### src/rtl/alu_issue_stage_if.sv
// Handshake and ALU-side bundle for alu_issue_stage: upstream operation fields,
// the combinational ALU connection and the writeback result port.
interface alu_issue_stage_if #(
  parameter int unsigned DATA_W = 16,
  parameter int unsigned IMM_W  = 5
);
  logic              in_valid;
  logic              in_ready;
  logic [DATA_W-1:0] in_rdata_a;
  logic [DATA_W-1:0] in_rdata_b;
  logic [1:0]        in_aluop;
  logic [1:0]        in_shift;
  logic              in_asel;
  logic              in_bsel;
  logic [IMM_W-1:0]  in_imm;

  logic [1:0]        alu_op;
  logic [DATA_W-1:0] alu_ain;
  logic [DATA_W-1:0] alu_bin;
  logic [DATA_W-1:0] alu_result;

  logic              out_valid;
  logic              out_ready;
  logic [DATA_W-1:0] out_c;
  logic [2:0]        out_status;

  // Stage side.
  modport slave (
    input  in_valid, in_rdata_a, in_rdata_b, in_aluop, in_shift, in_asel, in_bsel, in_imm,
    output in_ready,
    output alu_op, alu_ain, alu_bin,
    input  alu_result,
    output out_valid, out_c, out_status,
    input  out_ready
  );

  // Upstream, ALU and writeback side.
  modport master (
    output in_valid, in_rdata_a, in_rdata_b, in_aluop, in_shift, in_asel, in_bsel, in_imm,
    input  in_ready,
    input  alu_op, alu_ain, alu_bin,
    output alu_result,
    input  out_valid, out_c, out_status,
    output out_ready
  );
endinterface

### src/rtl/alu_issue_stage.sv
// Sequential issue stage around the 16-bit combinational ALU: operand capture, B shifter,
// operand muxes, C register and {V,N,Z} status. ALU_ISSUE_STAGE_BYPASS_EN enables DONE->EXEC.
module alu_issue_stage #(
  parameter int unsigned DATA_W = 16,
  parameter int unsigned IMM_W  = 5
) (
  input logic             clk,
  input logic             reset,
  alu_issue_stage_if.slave bus
);

  typedef enum logic [1:0] {StIdle, StExec, StDone} state_e;

  state_e            state_q;
  logic              in_ready_q;
  logic              out_valid_q;
  logic [DATA_W-1:0] a_q;
  logic [DATA_W-1:0] b_q;
  logic [DATA_W-1:0] c_q;
  logic [IMM_W-1:0]  imm_q;
  logic [1:0]        op_q;
  logic [1:0]        shift_q;
  logic              asel_q;
  logic              bsel_q;
  logic [2:0]        status_q;

  logic              in_ready;
  logic              capture;
  logic [DATA_W-1:0] b_shift;
  logic [DATA_W-1:0] imm_ext;
  logic [DATA_W-1:0] ain;
  logic [DATA_W-1:0] bin;
  logic              flag_v;
  logic              flag_n;
  logic              flag_z;

`ifdef ALU_ISSUE_STAGE_BYPASS_EN
  // A result leaving DONE frees the stage in the same cycle.
  assign in_ready = in_ready_q | (out_valid_q & bus.out_ready);
`else
  assign in_ready = in_ready_q;
`endif

  assign capture = bus.in_valid & in_ready;

  always_ff @(posedge clk or posedge reset) begin
    if (reset) begin
      state_q     <= StIdle;
      in_ready_q  <= 1'b1;
      out_valid_q <= 1'b0;
    end else begin
      unique case (state_q)
        StIdle: begin
          if (capture) begin
            state_q    <= StExec;
            in_ready_q <= 1'b0;
          end
        end
        StExec: begin
          state_q     <= StDone;
          out_valid_q <= 1'b1;
        end
        StDone: begin
          if (bus.out_ready) begin
            out_valid_q <= 1'b0;
            if (capture) begin
              state_q <= StExec;
            end else begin
              state_q    <= StIdle;
              in_ready_q <= 1'b1;
            end
          end
        end
        default: begin
          state_q     <= StIdle;
          in_ready_q  <= 1'b1;
          out_valid_q <= 1'b0;
        end
      endcase
    end
  end

  always_ff @(posedge clk or posedge reset) begin
    if (reset) begin
      a_q      <= '0;
      b_q      <= '0;
      imm_q    <= '0;
      op_q     <= '0;
      shift_q  <= '0;
      asel_q   <= 1'b0;
      bsel_q   <= 1'b0;
      c_q      <= '0;
      status_q <= '0;
    end else begin
      if (capture) begin
        a_q     <= bus.in_rdata_a;
        b_q     <= bus.in_rdata_b;
        imm_q   <= bus.in_imm;
        op_q    <= bus.in_aluop;
        shift_q <= bus.in_shift;
        asel_q  <= bus.in_asel;
        bsel_q  <= bus.in_bsel;
      end
      if (state_q == StExec) begin
        c_q      <= bus.alu_result;
        status_q <= {flag_v, flag_n, flag_z};
      end
    end
  end

  always_comb begin
    b_shift = b_q;
    unique case (shift_q)
      2'b00: b_shift = b_q;
      2'b01: b_shift = {b_q[DATA_W-2:0], 1'b0};
      2'b10: b_shift = {1'b0, b_q[DATA_W-1:1]};
      2'b11: b_shift = {b_q[DATA_W-1], b_q[DATA_W-1:1]};
      default: b_shift = b_q;
    endcase
  end

  assign imm_ext = {{(DATA_W - IMM_W){imm_q[IMM_W-1]}}, imm_q};
  assign ain     = asel_q ? '0 : a_q;
  assign bin     = bsel_q ? imm_ext : b_shift;

  always_comb begin
    flag_z = (bus.alu_result == '0);
    flag_n = bus.alu_result[DATA_W-1];
    flag_v = 1'b0;
    case (op_q)
      2'b00: flag_v = (ain[DATA_W-1] == bin[DATA_W-1]) &&
                      (bus.alu_result[DATA_W-1] != ain[DATA_W-1]);
      2'b01: flag_v = (ain[DATA_W-1] != bin[DATA_W-1]) &&
                      (bus.alu_result[DATA_W-1] != ain[DATA_W-1]);
      default: flag_v = 1'b0;
    endcase
  end

  assign bus.in_ready   = in_ready;
  assign bus.alu_op     = op_q;
  assign bus.alu_ain    = ain;
  assign bus.alu_bin    = bin;
  assign bus.out_valid  = out_valid_q;
  assign bus.out_c      = c_q;
  assign bus.out_status = status_q;

endmodule

### src/flat_wrapper.sv
// flat-port wrapper written by rule: the top's interface ports become plain ports
module alu_issue_stage_flat 
#(
  parameter int unsigned DATA_W = 16,
  parameter int unsigned IMM_W  = 5
)
  (clk, reset, bus_in_valid, bus_in_rdata_a, bus_in_rdata_b, bus_in_aluop, bus_in_shift, bus_in_asel, bus_in_bsel, bus_in_imm, bus_in_ready, bus_alu_op, bus_alu_ain, bus_alu_bin, bus_alu_result, bus_out_valid, bus_out_c, bus_out_status, bus_out_ready);
  alu_issue_stage_if #(.DATA_W(DATA_W), .IMM_W(IMM_W)) bus_i ();
  input logic clk;
  input logic reset;
  input wire logic [$bits(bus_i.in_valid)-1:0] bus_in_valid;
  input wire logic [$bits(bus_i.in_rdata_a)-1:0] bus_in_rdata_a;
  input wire logic [$bits(bus_i.in_rdata_b)-1:0] bus_in_rdata_b;
  input wire logic [$bits(bus_i.in_aluop)-1:0] bus_in_aluop;
  input wire logic [$bits(bus_i.in_shift)-1:0] bus_in_shift;
  input wire logic [$bits(bus_i.in_asel)-1:0] bus_in_asel;
  input wire logic [$bits(bus_i.in_bsel)-1:0] bus_in_bsel;
  input wire logic [$bits(bus_i.in_imm)-1:0] bus_in_imm;
  output wire logic [$bits(bus_i.in_ready)-1:0] bus_in_ready;
  output wire logic [$bits(bus_i.alu_op)-1:0] bus_alu_op;
  output wire logic [$bits(bus_i.alu_ain)-1:0] bus_alu_ain;
  output wire logic [$bits(bus_i.alu_bin)-1:0] bus_alu_bin;
  input wire logic [$bits(bus_i.alu_result)-1:0] bus_alu_result;
  output wire logic [$bits(bus_i.out_valid)-1:0] bus_out_valid;
  output wire logic [$bits(bus_i.out_c)-1:0] bus_out_c;
  output wire logic [$bits(bus_i.out_status)-1:0] bus_out_status;
  input wire logic [$bits(bus_i.out_ready)-1:0] bus_out_ready;
  assign bus_i.in_valid = bus_in_valid;
  assign bus_i.in_rdata_a = bus_in_rdata_a;
  assign bus_i.in_rdata_b = bus_in_rdata_b;
  assign bus_i.in_aluop = bus_in_aluop;
  assign bus_i.in_shift = bus_in_shift;
  assign bus_i.in_asel = bus_in_asel;
  assign bus_i.in_bsel = bus_in_bsel;
  assign bus_i.in_imm = bus_in_imm;
  assign bus_in_ready = bus_i.in_ready;
  assign bus_alu_op = bus_i.alu_op;
  assign bus_alu_ain = bus_i.alu_ain;
  assign bus_alu_bin = bus_i.alu_bin;
  assign bus_i.alu_result = bus_alu_result;
  assign bus_out_valid = bus_i.out_valid;
  assign bus_out_c = bus_i.out_c;
  assign bus_out_status = bus_i.out_status;
  assign bus_i.out_ready = bus_out_ready;
  alu_issue_stage #(.DATA_W(DATA_W), .IMM_W(IMM_W)) u_core (.clk(clk), .reset(reset), .bus(bus_i));
endmodule
### config.mk
export PLATFORM = sky130hd
export DESIGN_NAME = alu_issue_stage_flat
export DESIGN_NICKNAME = d
export VERILOG_FILES = /design/src/rtl/alu_issue_stage_if.sv /design/src/rtl/alu_issue_stage.sv /design/src/flat_wrapper.sv
export SDC_FILE = /design/constraint.sdc
export NUM_CORES = 1
export LEC_CHECK = 0
export ABC_AREA = 1
export CORE_ASPECT_RATIO = 0.6
export CORE_MARGIN = 10
export CORE_UTILIZATION = 35
export CTS_CLUSTER_SIZE = 40
export DETAILED_ROUTE_END_ITERATION = 6
export HOLD_SLACK_MARGIN = 0.12
export MAX_ROUTING_LAYER = met4
export PLACE_DENSITY = 0.71
export SYNTH_ARGS = -nofsm -noshare
export SYNTH_HDL_FRONTEND = slang
export SYNTH_SLANG_ARGS = --single-unit
### constraint.sdc
create_clock -name clk -period 2.2 [get_ports clk]
set_clock_uncertainty 0.2 [all_clocks]
set_input_delay 0.22 -clock clk [delete_from_list [all_inputs] [get_ports clk]]
set_output_delay 0.22 -clock clk [all_outputs]
set_load 0.1 [all_outputs]
# ---- Word-level counts from Yosys, hierarchy flattened
# Cells that the tools add are included.
dict set report totals {
  ff_bits 66
  inputBits 63
  out_inout_bits 55
}
dict set report classes {
  eq_ne 12
  mux 14
  bitwise 3
  reduce_logical 9
}
# op count
set ops {}
lappend ops {{16-bit case mux with 4 select lines} 1}
lappend ops {{16-bit two-way mux} 2}
lappend ops {{16-bit logical NOT} 1}
lappend ops {{2-bit by 1-bit == test with 1-bit output, second input constant} 3}
lappend ops {{2-bit == test, second input constant} 3}
lappend ops {{2-bit logical NOT} 3}
lappend ops {{1-bit case mux with 3 select lines} 2}
lappend ops {{2-bit case mux with 3 select lines} 1}
lappend ops {{1-bit two-way mux} 5}
lappend ops {{2-bit two-way mux} 2}
lappend ops {{2-bit inequality test, second input constant} 2}
lappend ops {{2-bit AND reduction} 2}
lappend ops {{4-bit AND reduction} 1}
lappend ops {{1-bit logical AND} 2}
lappend ops {{1-bit inequality test} 2}
lappend ops {{2-bit by 1-bit inequality test with 1-bit output, second input constant} 1}
lappend ops {{1-bit inverter} 2}
lappend ops {{1-bit case mux with 2 select lines} 1}
lappend ops {{1-bit bitwise AND} 1}
lappend ops {{1-bit == test} 1}

# ---- Depth between registers and ports, before layout
# Gate-level depths: netlist of run 1.
dict set report logic_depth {
  depth_word 6
  depth_mapped 11
  ltp_nobuf 10
}

# ---- Worst setup path after synthesis of run 1
# OpenSTA, ideal clock, no wires.
dict set report synth_timing {
  path_kind {register -> output}
  from {reg u_core.shift_q[1]}
  to {out bus_alu_bin[10]}
  arrival_time_ps 3049
  t_required_ps 1780
  path_slack_ps -1269
  stages_incl_launch_ff 7
  path_buffers 1
  cell_sequence {dfrtp_1 -> inv_2 -> nand2_1 -> buf_4 -> o22ai_1 -> a21oi_1 -> o21ai_0}
}
dict set report synth_between {
  elab_chain_len 3
}
# element line
set synth_rtl {}
lappend synth_rtl {{start, declared} alu_issue_stage.sv:22} ;# logic [1:0] shift_q;
lappend synth_rtl {{start signal, assigned} alu_issue_stage.sv:100} ;# shift_q <= bus.in_shift;
lappend synth_rtl {{2-bit == test (tied with other cells)} alu_issue_stage.sv:113} ;# unique case (shift_q)
lappend synth_rtl {{16-bit case mux with 4 select lines (*)} alu_issue_stage.sv:113}
lappend synth_rtl {{16-bit two-way mux (*)} alu_issue_stage.sv:124} ;# assign bin = bsel_q ? imm_ext : b_shift;
lappend synth_rtl {{end, declared} flat_wrapper.sv:22} ;# output wire logic [$bits(bus_i.alu_bin)-1:0] bus_alu_bin;
# Every way passes the cells marked *; elsewhere a longest branch is shown, timed or not.

# ---- Worst setup path in the final report of run 1
dict set report layout_timing {
  from {reg u_core.shift_q[1]}
  to {out bus_alu_bin[14]}
}
# The elaborated chain is that of the path after synthesis.

==> flow_summary.toml, run 1 <==
[placement]
globalplace.congestion = 0.868
numPlacedInstances = 576
portBuffers = 117
hpwl_um = 7040

[cells_and_area]
final_layout_size_suffix_gt1_share_pct = 23.2
nets = 541
fill_cells = 763
area_delta_synth_final_pct = 63.7
fin_cells = 596

[floorplan]
die_y_um = 91.9
die-area_um2 = 12800
die_w_um = 140
rows = 26
core_um2 = 8460
initial_core_util_pct = 35.7
num_io_pins = 118

[global_routing]
grt_max_degree = 75
grt_pass1_vias = 2912
grt_antenna_before_repair = 1
grt_pass1_wl_um = 15100
grtUsageTotal_pct = 14.8
gr-total-overflow = 0

[yosys]
synth.distinct_cells = 23
seq_area_frac_synth_pct = 54.0
syn_nets = 425
syn-mean-instance-area_um2 = 8.33
ys_seq_elements = 65
netlist_instances = 362
netlist_area_um2 = 3020
ys_warn_count = 0

[drt]
routed_wl_um = 9270
drt_iter0_drc = 175
viasPerCell = 4.77
wl_per_cell_um = 15.5
postRouteAntennaNets = 0
vias = 2841
firstDrtPassIters = 5
remaining_drc_errors = 0

[timing]
slew_viol_final = 0
finalSetupViolCount = 0
fin_crit_sh_pct = 96.9
worst_pin_slew_ns = 0.665
max_freq_ghz = 0.469
tns_ns = 0
hold_violations = 0
relSlewSlack_pct = 55.6
post-route-min-period_ns = 2.13

[flow_run]
cap_viol_max_count = 0

[clock_network]
cts_root_buffer = "clkbuf_16"
cts_buffers = 9
numClockSinks = 65
clk_pin_slew_worst_paths_ns = 0.05
cts_htree_levels = 3
clk_path_buf_depth = 2
tritoncts = "yes"
clk_latency_ns = 0.32

[critical_path]
cp_data_required_time_ns = 1.78
max_stage_delay_ns = 0.47
crit_path_top_delay_cell = "dfrtp_2"
path_cells = "inv_2, nand2_2, o21ai_0, a21oi_1, o21ai_2, buf_12"
end_kind = "output pin"
cp_max_fo = 11
path_class = "reg2out"
critPathArrivalTime_ns = 1.71
cp-start-kind = "register"

[min_path]
hold_class = "in2reg"

[status]
status = "finished clean"
cell usage in the layout, fill, tap and decap left out, types with 2 or more instances in the layout:
cell type and instances:
nor2_1 62, clkdlybuf4s50_1 62, dfrtp_1 61, nand2_1 57
inv_1 43, a21oi_1 39, buf_12 35, buf_4 25
o21ai_0 19, mux2_2 12, o22ai_1 10, nand3_1 9
clkbuf_16 9, nand2_2 6, o21ai_2 4, clkbuf_8 4
inv_2 3, nor4_1 3, dfrtp_2 3, nand3_2 2
clkinvlp_4 2, nand4_1 2, clkinv_2 2
Yosys cell counts (all sizes together):
cell type	n	area share, %
dfrtp	64	53
nor2	64	8.2
nand2	63	8.1
inv	47	5.9
a21oi	39	6.5
o21ai	23	3.8
mux2	12	4.5
buf	11	1.9
nand3	11	2.2
o22ai	10	2.1
clkbuf	9	1.1
nor4	3	0.62
nand4	2	0.41
a211oi	1	0.25
a22oi	1	0.25
dfstp	1	0.87
o211ai	1	0.25
metal layers:
metal | track usage, % | up-vias | wire, µm
met5 | - | - | 0
met2 | 21.7 | 98 | 4060
met4 | 2.57 | 0 | 48
li1 | - | 1387 | -
met3 | 8.08 | 7 | 931
met1 | 17.7 | 1349 | 4230
sequential cells by signal, indices dropped and copies added (netlist names):
register,cells
u_core.bsel_q,1
u_core.bus.in_ready,1
u_core.bus.out_valid,1
u_core.imm_q,5
u_core.asel_q,1
u_core.bus.out_status,3
u_core.a_q,16
u_core.state_q,2
u_core.b_q,16
u_core.bus.alu_op,2
u_core.shift_q,2
u_core.bus.out_c,15
through the flow:
| stage | instance area (µm²) | setup WS (ns) | hold WS, ns | util [%] |
|---|---|---|---|---|
| 5_1_grt | 4930 | -0.0179 | 0.263 | 58.3 |
| 4_1_cts | 4910 | 0.00900 | 0.259 | 58.0 |
| 2_1_floorplan | 3040 | -0.221 | 0.137 | - |
| 6_report | 4930 | 0.0688 | 0.268 | 58.3 |
| 3_5_place_dp | 4600 | 0.276 | 0.264 | 54.3 |
| 3_3_place_gp | 4600 | 0.357 | 0.257 | 54.3 |
layout make-up:
type	count	area, µm²	area share (%)
inverters	47	180	3.65
repair inverters	1	7.51	0.152
diodes	1	2.50	0.0507
repair buffers	124	1530	31.0
clock inverters	2	10.0	0.203
flip-flops and latches	65	1630	33.1
multi-input cells	230	1150	23.3
well taps	112	140	2.84
clock buffers	14	284	5.76
logic make-up (layout without fill, tap and decap cells):
| family | after synthesis | after routing | share of synthesized area [%] |
|---|---|---|---|
| AND/OR/NAND/NOR | 143 | 143 | 19.5 |
| AO/OA/AOI/OAI | 75 | 75 | 13.1 |
| buffers and inverters | 67 | 188 | 8.92 |
| flip-flops | 65 | 65 | 54.0 |
| multiplexers | 12 | 12 | 4.48 |
| other | 0 | 1 | 0 |
what timing repair did:
action,in CTS,in global routing
setup buffers,0,1
endpoints found under the setup margin,10,15
resized for setup,2,6
gates cloned,0,1
pin swaps,0,1
endpoints found under the hold margin,19,0
hold buffers,1,0
worst max-delay path, delay by kind of cell (launching register included):
| family | cells | cell delay, ns |
|---|---|---|
| buf+inv | 2 | 0.30 |
| compound gates | 3 | 0.48 |
| simple gates | 1 | 0.15 |
| flops | 1 | 0.47 |
path summary, 6_finish.rpt:
| kind | from | to | slack (ns) | cells past startpoint |
|---|---|---|---|---|
| setup / recovery | u_core.shift_q[1]$_DFFE_PP0P_ | bus_alu_bin[14] | 0.07 | 6 |
| min in group asynchronous | reset | u_core.a_q[3]$_DFFE_PP0P_ | 0.61 | 3 |
| hold reg to reg | u_core.bus.out_c[5]$_DFFE_PP0P_ | u_core.bus.out_c[5]$_DFFE_PP0P_ | 0.27 | 2 |
| hold / removal | bus_alu_result[6] | u_core.bus.out_c[6]$_DFFE_PP0P_ | 0.27 | 3 |
| setup reg to reg | u_core.shift_q[1]$_DFFE_PP0P_ | u_core.bus.out_status[2]$_DFFE_PP0P_ | 0.56 | 11 |
| max in group asynchronous | reset | u_core.shift_q[1]$_DFFE_PP0P_ | 0.65 | 4 |
Power of run 1 is left out: the tool's default activity adds up to more than one toggle a clock period on the data nets, which glitch-free logic cannot reach.
==> run 2, diff against run 1 <==
--- a/config.mk
+++ b/config.mk
@@ -6,7 +6,7 @@
 export NUM_CORES = 1
 export LEC_CHECK = 0
 export ABC_AREA = 1
-export CORE_ASPECT_RATIO = 0.6
+export CORE_ASPECT_RATIO = 1.25
 export CORE_MARGIN = 10
 export CORE_UTILIZATION = 35
 export CTS_CLUSTER_SIZE = 40
==> run 2 against run 1 <==
Against the previous run:
- sequential share of layout area rose by 0.62 points
- first-iteration DRC count decreased by 41%
- final area is 1.9% lower
- via count up 0.60%
- maximum frequency down 0.62%
- global-route usage decreased by 0.15 points
- core utilization fell by 0.22 points
- final cell count shrank 1.3%
- die area is 0.77% lower
- register-to-register slack got worse by 0.04 ns
- routed wire length decreased by 2.1%
- critical path type unchanged
- highest routed layer unchanged
==> flow_summary.toml, run 2 (synthesis gave the netlist of run 1 again) <==
[floorplan]
die-area_um2 = 12800
initial_core_util_pct = 36.2
die_y_um = 124
die_w_um = 103
core_um2 = 8330
rows = 37
num_io_pins = 118

[drt]
wl_met3_um = 662
routed_wl_um = 9070
vias = 2858
highest_layer = "met4"
viasPerCell = 4.86
remaining_drc_errors = 0
wl_per_cell_um = 15.4
drt_iter0_drc = 104
routedLengthMet1_um = 3630
firstDrtPassIters = 4
wl_met2_um = 4740
postRouteAntennaNets = 0

[global_routing]
gr-total-overflow = 0
grt_pass1_wl_um = 14300
grtUsageTotal_pct = 14.6
grt_antenna_before_repair = 0
grt_max_degree = 46
grt_pass1_vias = 2957

[critical_path]
path_cells = "inv_4, buf_6, nand3_1, o21ai_0, a21oi_1, o21ai_2, buf_12"
cp-start-kind = "register"
cp_max_fo = 10
cp_data_required_time_ns = 1.78
crit_path_top_delay_cell = "dfrtp_2"
end_kind = "output pin"
max_stage_delay_ns = 0.47
path_class = "reg2out"
critPathArrivalTime_ns = 1.72

[clock_network]
clk_path_buf_depth = 2
clk_latency_ns = 0.32
clk_pin_slew_worst_paths_ns = 0.07
numClockSinks = 65
tritoncts = "yes"
cts_root_buffer = "clkbuf_8"
cts_htree_levels = 3
cts_buffers = 9

[placement]
hpwl_um = 7090
globalplace.congestion = 0.849
post-place-ws_ns = 0.276
portBuffers = 117

[cells_and_area]
final_cell_mix = "62 x nor2_1, 62 x clkdlybuf4s50_1, 61 x dfrtp_1"
nets = 549
area_delta_synth_final_pct = 60.6
diodes = 0
final_layout_size_suffix_gt1_share_pct = 24.2
fill_cells = 777

[timing]
whs_ns = 0.266
slew_viol_final = 0
worst_pin_slew_ns = 0.586
finalSetupViolCount = 0
layout_setup_ws_ns = 0.0554
relSlewSlack_pct = 60.9
fin_crit_sh_pct = 97.5
max_freq_ghz = 0.466
tns_ns = 0
post-route-min-period_ns = 2.14
hold_violations = 0

[flow_run]
cap_viol_max_count = 0

[min_path]
hold_class = "in2reg"

[status]
status = "finished clean"
## run 2: final timing paths
check	startpoint	to	slack, ns	depth (start not counted)
worst min-delay path	bus_in_rdata_a[0]	u_core.a_q[0]$_DFFE_PP0P_	0.27	3
worst max register to register	u_core.bsel_q$_DFFE_PP0P_	u_core.bus.out_status[2]$_DFFE_PP0P_	0.52	7
max in group asynchronous	reset	u_core.bus.in_ready$_DFFE_PP1P_	0.90	4
worst min register to register	u_core.bus.out_c[12]$_DFFE_PP0P_	u_core.bus.out_c[12]$_DFFE_PP0P_	0.27	2
min in group asynchronous	reset	u_core.bus.alu_op[1]$_DFFE_PP0P_	0.62	4
worst max-delay path	u_core.shift_q[1]$_DFFE_PP0P_	bus_alu_bin[11]	0.06	7
## run 2: metal layers
metal  global-route usage, %  up-vias
met3                    4.16        4
li1                        -     1405
met5                       -        -
met1                    16.7     1329
met4                    3.75        0
met2                    24.7      120
## run 2: what timing repair did
| action | 4_1_cts | 5_1_grt |
|---|---|---|
| endpoints found under the setup margin | 14 | 14 |
| hold buffers | 1 | 0 |
| endpoints found under the hold margin | 64 | 0 |
| buffers inserted | 0 | 6 |
| gates resized for setup | 5 | 5 |
| pin swaps | 0 | 2 |
## run 2: worst max-delay path, delay by kind of cell, from the launching register on
kind            cells  cell delay (ns)
flops               1             0.47
buf+inv             3             0.45
compound gates      3             0.38
simple gates        1             0.09
## run 2: stage by stage
stage	std cells	instance area, µm²	util (%)
floorplan	362	3040	-
global placement	565	4600	55.2
detailed placement	565	4600	55.2
CTS	582	4790	57.5
global route	588	4840	58.1
finish	588	4840	58.1
## run 2: area by class of cell
type                       instances  area, µm²  area share, %
multi-input combinational        230       1150           23.7
clock inverter                     3       15.0          0.310
timing repair buffer             133       1590           32.7
sequential                        65       1630           33.7
tap                               97        121           2.51
inverter                          47        183           3.77
clock buffer                      13        159           3.28
Power of run 2 is left out for the same reason.
